==> config.mk <==
export PLATFORM = sky130hd
export DESIGN_NAME = bp_fe_icache_trace_buffer
export DESIGN_NICKNAME = d
export VERILOG_FILES = /design/src/rtl/bp_fe_icache_trace_buffer.sv
export SDC_FILE = /design/constraint.sdc
export NUM_CORES = 2
export LEC_CHECK = 0
export BUFFER_PORTS_ARGS = -buffer_cell sky130_fd_sc_hd__buf_4
export CAP_MARGIN = 20
export CORE_MARGIN = 1
export CORE_UTILIZATION = 40
export CTS_BUF_LIST = sky130_fd_sc_hd__clkbuf_4 sky130_fd_sc_hd__clkbuf_8 sky130_fd_sc_hd__clkbuf_16
export CTS_CLUSTER_DIAMETER = 40
export DETAILED_ROUTE_END_ITERATION = 6
export PLACE_DENSITY_LB_ADDON = 0.12
export SYNTH_ARGS = -nofsm -noshare
export SYNTH_HDL_FRONTEND = slang
export SYNTH_SLANG_ARGS = --single-unit
export TNS_END_PERCENT = 100
==> constraint.sdc <==
create_clock -name clk_i -period 20.6 [get_ports clk_i]
set_input_delay 5.15 -clock clk_i [delete_from_list [all_inputs] [get_ports clk_i]]
set_output_delay 5.15 -clock clk_i [all_outputs]
set_load 0.01 [all_outputs]
==> src/rtl/bp_fe_icache_trace_buffer.sv <==
// bp_fe_icache_trace_buffer
// Synthesizable I$ event tracer. It watches channels_p I$ instances and records
// one timestamped event per cycle into a circular buffer. The buffer is drained
// through a valid/yumi handshake. It also keeps saturating per-channel/per-op
// event counters and a counter of lost records.
// Optional build macro: BP_FE_ICACHE_TRACE_FILTER_EN adds an inclusive paddr
// window (filt_lo_i..filt_hi_i) that limits which events are recorded.

module bp_fe_icache_trace_buffer_chk (
    input logic clk_i,
    input logic reset_n_i,
    input logic rec_v_i,
    input logic rec_yumi_i
);
    a_yumi_needs_valid: assert property (@(posedge clk_i) disable iff (!reset_n_i)
        rec_yumi_i |-> rec_v_i);
endmodule

module bp_fe_icache_trace_buffer #(
    parameter int channels_p    = 2,
    parameter int paddr_width_p = 40,
    parameter int depth_p       = 16,
    parameter int ts_width_p    = 32,
    parameter int cnt_width_p   = 32
) (
    input  logic                                  clk_i,
    input  logic                                  reset_n_i,
    input  logic                                  en_i,
    input  logic                                  overwrite_i,
    input  logic [channels_p-1:0]                 access_v_i,
    input  logic [channels_p-1:0]                 fetch_v_i,
    input  logic [channels_p-1:0]                 spec_v_i,
    input  logic [channels_p-1:0]                 req_v_i,
    input  logic [channels_p*paddr_width_p-1:0]   paddr_i,
`ifdef BP_FE_ICACHE_TRACE_FILTER_EN
    input  logic [paddr_width_p-1:0]              filt_lo_i,
    input  logic [paddr_width_p-1:0]              filt_hi_i,
`endif
    output logic [ts_width_p+5+paddr_width_p-1:0] rec_o,
    output logic                                  rec_v_o,
    input  logic                                  rec_yumi_i,
    input  logic [$clog2(4*channels_p)-1:0]       cnt_sel_i,
    output logic [cnt_width_p-1:0]                cnt_o,
    output logic [cnt_width_p-1:0]                drop_cnt_o,
    output logic                                  full_o
);
    localparam int rec_width_lp  = ts_width_p + 5 + paddr_width_p;
    localparam int num_cnt_lp    = 4 * channels_p;
    localparam int ch_width_lp   = (channels_p > 1) ? $clog2(channels_p) : 1;
    localparam int addr_width_lp = $clog2(depth_p);

    typedef enum logic [1:0] {
        OP_ACCESS = 2'd0,
        OP_FETCH  = 2'd1,
        OP_SPEC   = 2'd2,
        OP_REQ    = 2'd3
    } op_e;

    // Add a small increment to a counter, clamping at all-ones (cnt_width_p >= 8).
    function automatic logic [cnt_width_p-1:0] sat_add(input logic [cnt_width_p-1:0] a,
                                                       input logic [7:0] b);
        logic [cnt_width_p:0] sum;
        sum = {1'b0, a} + {{(cnt_width_p-7){1'b0}}, b};
        sat_add = sum[cnt_width_p] ? {cnt_width_p{1'b1}} : sum[cnt_width_p-1:0];
    endfunction

    logic [ts_width_p-1:0]    ts_r;
    logic [ch_width_lp-1:0]   rr_ptr_r;
    logic [addr_width_lp:0]   wr_ptr_r;
    logic [addr_width_lp:0]   rd_ptr_r;
    logic [cnt_width_p-1:0]   cnt_r [num_cnt_lp];
    logic [cnt_width_p-1:0]   drop_cnt_r;
    logic [rec_width_lp-1:0]  mem_r [depth_p];

    logic [num_cnt_lp-1:0]    ev_s;
    logic [channels_p-1:0]    elig_s;
    logic [channels_p-1:0]    active_s;
    logic [7:0]               elig_ev_cnt_s;
    logic                     win_found_s;
    logic [ch_width_lp-1:0]   win_idx_s;
    op_e                      win_op_s;
    logic [paddr_width_p-1:0] win_paddr_s;
    logic [rec_width_lp-1:0]  rec_s;
    logic                     capture_s;
    logic                     wr_en_s;
    logic                     rd_adv_s;
    logic                     buf_drop_s;
    logic [7:0]               drop_inc_s;
    logic                     empty_s;
    logic                     full_s;

    // Flatten events as chan*4+op, decide per-channel eligibility and activity.
    always_comb begin
        ev_s          = {num_cnt_lp{1'b0}};
        elig_s        = {channels_p{1'b0}};
        active_s      = {channels_p{1'b0}};
        elig_ev_cnt_s = 8'd0;
        for (int c = 0; c < channels_p; c++) begin
            ev_s[c*4+0] = access_v_i[c];
            ev_s[c*4+1] = fetch_v_i[c];
            ev_s[c*4+2] = spec_v_i[c];
            ev_s[c*4+3] = req_v_i[c];
`ifdef BP_FE_ICACHE_TRACE_FILTER_EN
            elig_s[c] = (paddr_i[c*paddr_width_p +: paddr_width_p] >= filt_lo_i)
                     && (paddr_i[c*paddr_width_p +: paddr_width_p] <= filt_hi_i);
`else
            elig_s[c] = 1'b1;
`endif
            active_s[c] = elig_s[c] & (access_v_i[c] | fetch_v_i[c] | spec_v_i[c] | req_v_i[c]);
        end
        for (int i = 0; i < num_cnt_lp; i++) begin
            elig_ev_cnt_s = elig_ev_cnt_s + {7'd0, ev_s[i] & elig_s[i/4]};
        end
    end

    // Round-robin pick of the first active channel at or after the RR pointer.
    always_comb begin
        win_found_s = 1'b0;
        win_idx_s   = {ch_width_lp{1'b0}};
        for (int k = 0; k < channels_p; k++) begin
            win_idx_s   = (!win_found_s && active_s[(int'(rr_ptr_r) + k) % channels_p])
                        ? ch_width_lp'((int'(rr_ptr_r) + k) % channels_p) : win_idx_s;
            win_found_s = win_found_s | active_s[(int'(rr_ptr_r) + k) % channels_p];
        end
        win_op_s    = spec_v_i[win_idx_s]  ? OP_SPEC  :
                      fetch_v_i[win_idx_s] ? OP_FETCH :
                      req_v_i[win_idx_s]   ? OP_REQ   : OP_ACCESS;
        win_paddr_s = paddr_i[int'(win_idx_s)*paddr_width_p +: paddr_width_p];
        rec_s       = {ts_r, 3'(win_idx_s), win_op_s, win_paddr_s};
    end

    // Buffer write/read-advance decisions and the number of lost events this cycle.
    always_comb begin
        empty_s    = (wr_ptr_r == rd_ptr_r);
        full_s     = (wr_ptr_r[addr_width_lp] != rd_ptr_r[addr_width_lp])
                  && (wr_ptr_r[addr_width_lp-1:0] == rd_ptr_r[addr_width_lp-1:0]);
        capture_s  = en_i & win_found_s;
        wr_en_s    = 1'b0;
        rd_adv_s   = 1'b0;
        buf_drop_s = 1'b0;
        if (capture_s) begin
            if (full_s && !rec_yumi_i) begin
                // No room: either discard the new record or push out the oldest.
                buf_drop_s = 1'b1;
                wr_en_s    = overwrite_i;
                rd_adv_s   = overwrite_i;
            end else begin
                wr_en_s    = 1'b1;
                rd_adv_s   = rec_yumi_i & ~empty_s;
            end
        end else begin
            rd_adv_s = rec_yumi_i & ~empty_s;
        end
        drop_inc_s = capture_s ? (elig_ev_cnt_s - 8'd1 + {7'd0, buf_drop_s}) : 8'd0;
    end

    // Free-running timestamp; wraps naturally.
    always_ff @(posedge clk_i or negedge reset_n_i) begin
        if (!reset_n_i) ts_r <= {ts_width_p{1'b0}};
        else            ts_r <= ts_r + {{(ts_width_p-1){1'b0}}, 1'b1};
    end

    // Buffer pointers and the round-robin pointer.
    always_ff @(posedge clk_i or negedge reset_n_i) begin
        if (!reset_n_i) begin
            wr_ptr_r <= {(addr_width_lp+1){1'b0}};
            rd_ptr_r <= {(addr_width_lp+1){1'b0}};
            rr_ptr_r <= {ch_width_lp{1'b0}};
        end else begin
            if (wr_en_s)  wr_ptr_r <= wr_ptr_r + {{addr_width_lp{1'b0}}, 1'b1};
            if (rd_adv_s) rd_ptr_r <= rd_ptr_r + {{addr_width_lp{1'b0}}, 1'b1};
            if (capture_s) begin
                rr_ptr_r <= (win_idx_s == ch_width_lp'(channels_p - 1))
                          ? {ch_width_lp{1'b0}} : win_idx_s + {{(ch_width_lp-1){1'b0}}, 1'b1};
            end
        end
    end

    // Record storage; contents are only meaningful between rd and wr pointers.
    always_ff @(posedge clk_i) begin
        if (wr_en_s) mem_r[wr_ptr_r[addr_width_lp-1:0]] <= rec_s;
    end

    // Saturating event counters, counting every asserted bit while enabled.
    always_ff @(posedge clk_i or negedge reset_n_i) begin
        if (!reset_n_i) begin
            for (int i = 0; i < num_cnt_lp; i++) cnt_r[i] <= {cnt_width_p{1'b0}};
        end else if (en_i) begin
            for (int i = 0; i < num_cnt_lp; i++) cnt_r[i] <= sat_add(cnt_r[i], {7'd0, ev_s[i]});
        end
    end

    // Saturating count of events that never reached (or were pushed out of) the buffer.
    always_ff @(posedge clk_i or negedge reset_n_i) begin
        if (!reset_n_i)     drop_cnt_r <= {cnt_width_p{1'b0}};
        else if (capture_s) drop_cnt_r <= sat_add(drop_cnt_r, drop_inc_s);
    end

    // Output view: head record, flags and the selected counter.
    always_comb begin
        rec_v_o    = ~empty_s;
        full_o     = full_s;
        rec_o      = empty_s ? {rec_width_lp{1'b0}} : mem_r[rd_ptr_r[addr_width_lp-1:0]];
        drop_cnt_o = drop_cnt_r;
        if (int'(cnt_sel_i) < num_cnt_lp) cnt_o = cnt_r[cnt_sel_i];
        else                              cnt_o = {cnt_width_p{1'b0}};
    end

    bp_fe_icache_trace_buffer_chk u_chk (
        .clk_i      (clk_i),
        .reset_n_i  (reset_n_i),
        .rec_v_i    (rec_v_o),
        .rec_yumi_i (rec_yumi_i)
    );

endmodule

### After elaboration in Yosys (flattened, before gate mapping)

Memories as Yosys holds them, arrays and structs flattened.
Cells that the tools add are included.
W data, S select, Z words.

| word-level totals | value |
|---|---|
| bits in registers | 331 |
| latch bits | 0 |
| bits in writable memories | 1200 |
| bits in read-only memories | 0 |
| input bits | 96 |
| output and inout port bits | 143 |
| word-level logic and storage cells | 102 |
| memories kept | 1 |

| cells by class | value |
|---|---|
| add/sub/neg operators | 23 |
| multipliers | 1 |
| div/mod/pow operators | 0 |
| $lt $le $gt $ge | 4 |
| eq/ne operators | 3 |
| shift operators | 1 |
| multiplexer cells | 39 |
| bitwise logic cells | 12 |
| reduce and logical (&&, ||, !) cells | 5 |

Memory list:

| memory | depth | width | rd ports | clocked after Yosys merged registers in | write ports | RTL line | RTL |
|---|---|---|---|---|---|---|---|
| mem_r | 16 | 75 | 1 | 0 | 1 | 73 | `logic [rec_width_lp-1:0] mem_r [depth_p];` |

Operators by type and width:

| operator | number |
|---|---|
| $mux W32 | 11 |
| $add A32 B1 Y33 | 8 |
| $bmux W32 S3 | 1 |
| $shiftx A80 B8 Y40 | 1 |
| $mux W77 | 1 |
| $add A32 B8 Y33 | 1 |
| $add A32 B1 Y32 const B | 1 |
| $mux W1 | 22 |
| $add A5 B1 Y5 const B | 2 |
| $add A7 B1 Y8 | 1 |
| $add A8 B1 Y8 | 1 |
| $mux W8 | 1 |
| $sub A8 B1 Y8 const B | 1 |
| $add A6 B1 Y7 | 1 |
| $or A1 B1 Y1 | 7 |
| $add A5 B1 Y6 | 1 |
| $mux W2 | 3 |
| $add A4 B1 Y5 | 1 |
| $eq A5 B5 Y1 | 1 |
| $add A3 B1 Y4 | 1 |
| $eq A4 B4 Y1 | 1 |
| $ge A4 B4 Y1 const B | 1 |
| $lt A1 B2 Y1 const B | 2 |
| $mul A1 B3 Y4 const B | 1 |
| other kinds (11) | 16 |

### Logic depth before layout (Yosys ltp)

| logic depth | value |
|---|---|
| depth in word-level cells | 13 |
| gate-level depth with buffers | 22 |
| gate-level depth less buffers | 21 |

### Least setup slack after synthesis

No wires, ideal clock.

| path | value |
|---|---|
| path kind | input-to-reg |
| start | input fetch_v_i[0] |
| end | memory mem_r[3][0] in the netlist's numbering, enable pin |
| library setup time | 0.600 ns |
| data arrival time | 11.393 ns |
| required time | 20.000 ns |
| setup slack | 8.607 ns |
| stages on the path | 8 |
| buffers on the path | 1 |
| path through | inv_1 > ha_1 > or3b_2 > o21a_1 > o41a_1 > clkbuf_1 > nand2_1 > nor3_1 |

| on the way | value |
|---|---|
| cells in the longest elaborated chain, start to end | 11 |
| elaborated cells on any way between the ends | 13 |
| those cells by class | mux (8); bitwise (5) |

RTL lines:

| item | RTL line | RTL |
|---|---|---|
| start: declaration | 31 | `input logic [channels_p-1:0] fetch_v_i,` |
| $or A1 B1 Y1 (*) (3 in a row) | 109 | `active_s[c] = elig_s[c] & (access_v_i[c] \| fetch_v_i[c] \| spec_v_i[c] \| req_v_i[c]);` |
| $mux W1 (implied by the code) (3 in a row) | 123 | `win_found_s = win_found_s \| active_s[(int'(rr_ptr_r) + k) % channels_p];` |
| $or A1 B1 Y1 (*) | 123 |  |
| $and A1 B1 Y1 (*) | 137 | `capture_s = en_i & win_found_s;` |
| $mux W1 (*) | 141 | `if (capture_s) begin` |
| $mux W1 (*) | 181 | `if (wr_en_s) mem_r[wr_ptr_r[addr_width_lp-1:0]] <= rec_s;` |
| $mux W1 (implied by the code) (*) | 181 |  |
| end: declaration | 73 |  |

Every way passes the cells marked *; elsewhere a longest branch is shown, timed or not. The select of a mux whose other input is x is not followed.

### Worst setup path after layout

| path | value |
|---|---|
| start | input cnt_sel_i[0] |
| end | output cnt_o[17] |

| on the way | value |
|---|---|
| cells in the longest elaborated chain, start to end | 4 |

RTL lines:

| item | RTL line | RTL |
|---|---|---|
| start: declaration | 42 | `input logic [$clog2(4*channels_p)-1:0] cnt_sel_i,` |
| $not A3 Y4 (implied by the code) | 205 | `if (int'(cnt_sel_i) < num_cnt_lp) cnt_o = cnt_r[cnt_sel_i];` |
| $bmux W32 S3 | 205 |  |
| $mux W32 (implied by the code) (2 in a row) | 205 |  |
| end: declaration | 43 | `output logic [cnt_width_p-1:0] cnt_o,` |

Every way passes these cells. The select of a mux whose other input is x is not followed.

==> results.cfg <==
[route]
drc = 0
via_per_inst = 5.477
drt_iter0_markers = 2731
vias = 35512
first_pass_iters = 5
post_drt_wl_per_cell_um = 26.40
ant_nets = 0
wirelength_um = 171200

[timing]
slew_violations = 0
tightest_slew_ns = 1.077
timing.setup.tns_ns = 0
hold_violations = 0
slew_headroom_pct = 28.21
finalCritPeriodShare_pct = 60.55
max_freq_mhz = 80.17
skew_ns = 0.08441
setup_viol = 0
rsz0062_at_grt = false
layout_min_cycle_time_ns = 12.47

[grt]
grt_pass1_vias = 36575
grt_pass1_wl_um = 252400
busiest_layer = met2
gr-usage-met1_pct = 28.44
grt_use_met2_pct = 34.81
overflow = 0
track_usage_pct = 21.12
grt_antenna_before_repair = 5
use_met3_pct = 3.545
grt_max_degree = 101

[synth]
yosys.area.top_type = edfxtp_1
synth.top_cell.area_share_pct = 55.43
yosysMostFrequentCell = edfxtp_1
ys_top_cells_by_count = edfxtp_1 (1200), mux4_2 (438), nand2_1 (420)
seq_area_frac_synth_pct = 68.17
ys_ff_latch = 1531
ys_types = 81
yosysWarnings = 0
ys.flop_type = edfxtp_1
synth.avg_cell_area_um2 = 17.26
synth_edf_count = 1200
async_flop_share_pct = 21.62
syn_inst = 3767
synth_area_um2 = 65010
synth.area.top_cells = edfxtp_1 (55%), mux4_2 (15%), dfrtp_1 (13%), nand2_1 (2.4%), xor2_1 (1.7%)

[floorplanning]
die_h_um = 405.1
rows = 147
die_x_um = 405.1
initial_core_util_pct = 40.39
fp.coreArea_um2 = 160900
die_area_um2 = 164100
ios = 239

[cts]
cts.repair.resized = 0
clockRootBuffer = clkbuf_16
clock_sinks = 1531
clk_pin_slew_ns = 0.05
post_cts.repair.setup_buffers = 0
cts_buffers = 223
clockBufferDepth = 3
clock_latency_ns = 0.88
cts.htree.levels = 4
cts_hold_buf = 0
cts_tree = done

[pwr]
p_per_area_nw_per_um2 = 136.5
ir_drop_uv = 143.2
power_leakage_nw = 28.47

[run_status]
status = finished, final reports clean

[final_layout]
area_delta_synth_final_pct = 19.40
fillers = 13672
final_nets = 4263
finalNonFillerCells = 6484
drive_gt1_share_pct = 29.03

[setup_path]
required_ns = 15.45
cp_max_fo = 38
path_class = primary input to output port
critPathSlowestCell = buf_4
max_stage_delay_ns = 0.66
cpMostUsedCell = buf_4
start_kind = primary input
cp_num_buf_inv = 3
end_kind = output port
crit_chain = buf_4 -> buf_4 -> mux4_2 -> mux2_2 -> buf_4
path_delay_family = buffers and inverters
arrival_ns = 7.32

[placement]
dp.cells = 6055
port_buffers = 236
dp_hpwl_um = 99150
place.gp.congestion = 0.8698

[min_path]
hold_class = register to register

[run]
cap_violations = 0
[path summary, 6_finish.rpt]
check	start	cells after the start	slack (ns)	endpoint
hold / removal	rd_ptr_r[4]	1	0.49	rd_ptr_r[4]
hold reg to reg	rd_ptr_r[4]	1	0.49	rd_ptr_r[4]
setup reg to reg	rd_ptr_r[1]	19	13.52	drop_cnt_o[19]
setup / recovery	cnt_sel_i[0]	5	8.13	cnt_o[17]
min in group asynchronous	reset_n_i	1	4.28	drop_cnt_o[27]
max in group asynchronous	reset_n_i	2	14.84	rd_ptr_r[1]
[cell usage in the layout, fill, tap and decap left out, drive strengths merged, types with 4 or more instances in the layout]
cell type,synthesis,routed
fa,6,6
a21boi,4,4
and4,47,47
a31oi,34,34
clkbuf,110,260
mux2,45,45
xor2,127,127
inv,55,85
nand2b,8,8
o21a,6,6
o22a,5,5
nand2,421,421
nor3b,4,4
clkinvlp,0,23
nor4,29,29
buf,68,307
clkinv,1,78
and2,104,104
mux2i,16,16
edfxtp,1200,1200
ha,38,38
o21ai,37,37
nand3,101,101
bufinv,0,36
a21oi,43,43
nor2b,6,6
or2,4,4
and3,57,57
dfrtp,331,331
mux4,439,439
nand4,98,98
o2111ai,4,4
nor2,95,95
nor3,45,45
o211ai,13,13
or4,7,7
or3,9,9
xnor2,104,104
a41oi,9,9
[stage by stage]
step	total power (W)	cell area (um2)	worst slack [ns]	utilization, %	hold WS (ns)
after global placement	0.006685	69410	8.101	43.13	0.4807
after global routing	0.01104	77620	7.912	48.23	0.5197
after detailed placement	0.006687	69410	8.063	43.13	0.4844
after CTS	0.01077	77590	8.064	48.21	0.4947
after floorplan	0.005600	65010	8.607	-	0.4588
final	0.01060	77620	8.127	48.23	0.4890
[state kept, by name, indices dropped and copies added (netlist names)]
name        flops
ts_r           32
rr_ptr_r        1
drop_cnt_o     32
mem_r        1200
cnt_r         256
rd_ptr_r        5
wr_ptr_r        5
[metal layers]
metal | vias up | wire, um
met5 | - | 24
met4 | 4 | 5032
met3 | 300 | 7715
met2 | 859 | 84540
met1 | 18680 | 73850
li1 | 15669 | -
[final cells by class]
cell class	count	area [um2]	area share (%)
flip-flops and latches	1531	44330	57.11
well taps	2160	2703	3.482
clock buffers	259	5937	7.649
inverters	56	217.7	0.2805
repair buffers	308	2349	3.026
clock inverters	166	2245	2.892
diodes	1	2.502	0.003224
multi-input cells	2003	19840	25.56
[power breakdown]
group | switching (W) | leakage [nW] | internal (W)
clock | 0.00150 | 3.96 | 0.00255
sequential | 0.000234 | 15.4 | 0.00369
combinational | 0.00135 | 9.08 | 0.00127
[kinds of logic (layout without fill, tap and decap cells)]
kind of cell	Yosys count	after routing	synth area share [%]
xor gates and xnor gates	231	231	3.112
other	1	3	0.005768
buffers and inverters	234	789	1.507
adders and majority gates	44	44	0.9161
AOI/OAI and AO/OA	179	179	1.786
and+or+nand+nor	1047	1047	8.257
DFF	1531	1531	68.17
muxes	500	500	16.25
[worst register-to-register path, stage by stage (launching register included)]
cell,delay [ns]
dfrtp_4,1.07
xnor2_1,0.20
nand4_1,0.21
nor4_2,0.48
inv_1,0.14
fa_1,0.51
fa_1,0.42
fa_1,0.58
inv_1,0.06
ha_1,0.29
a21o_1,0.16
a21oi_1,0.19
ha_1,0.17
and2_1,0.13
ha_1,0.30
a21oi_1,0.21
o21ai_1,0.24
o211ai_1,0.49
nand2b_1,0.76
o311ai_0,0.28
Note: power is estimated with default switching activity, not from simulation.
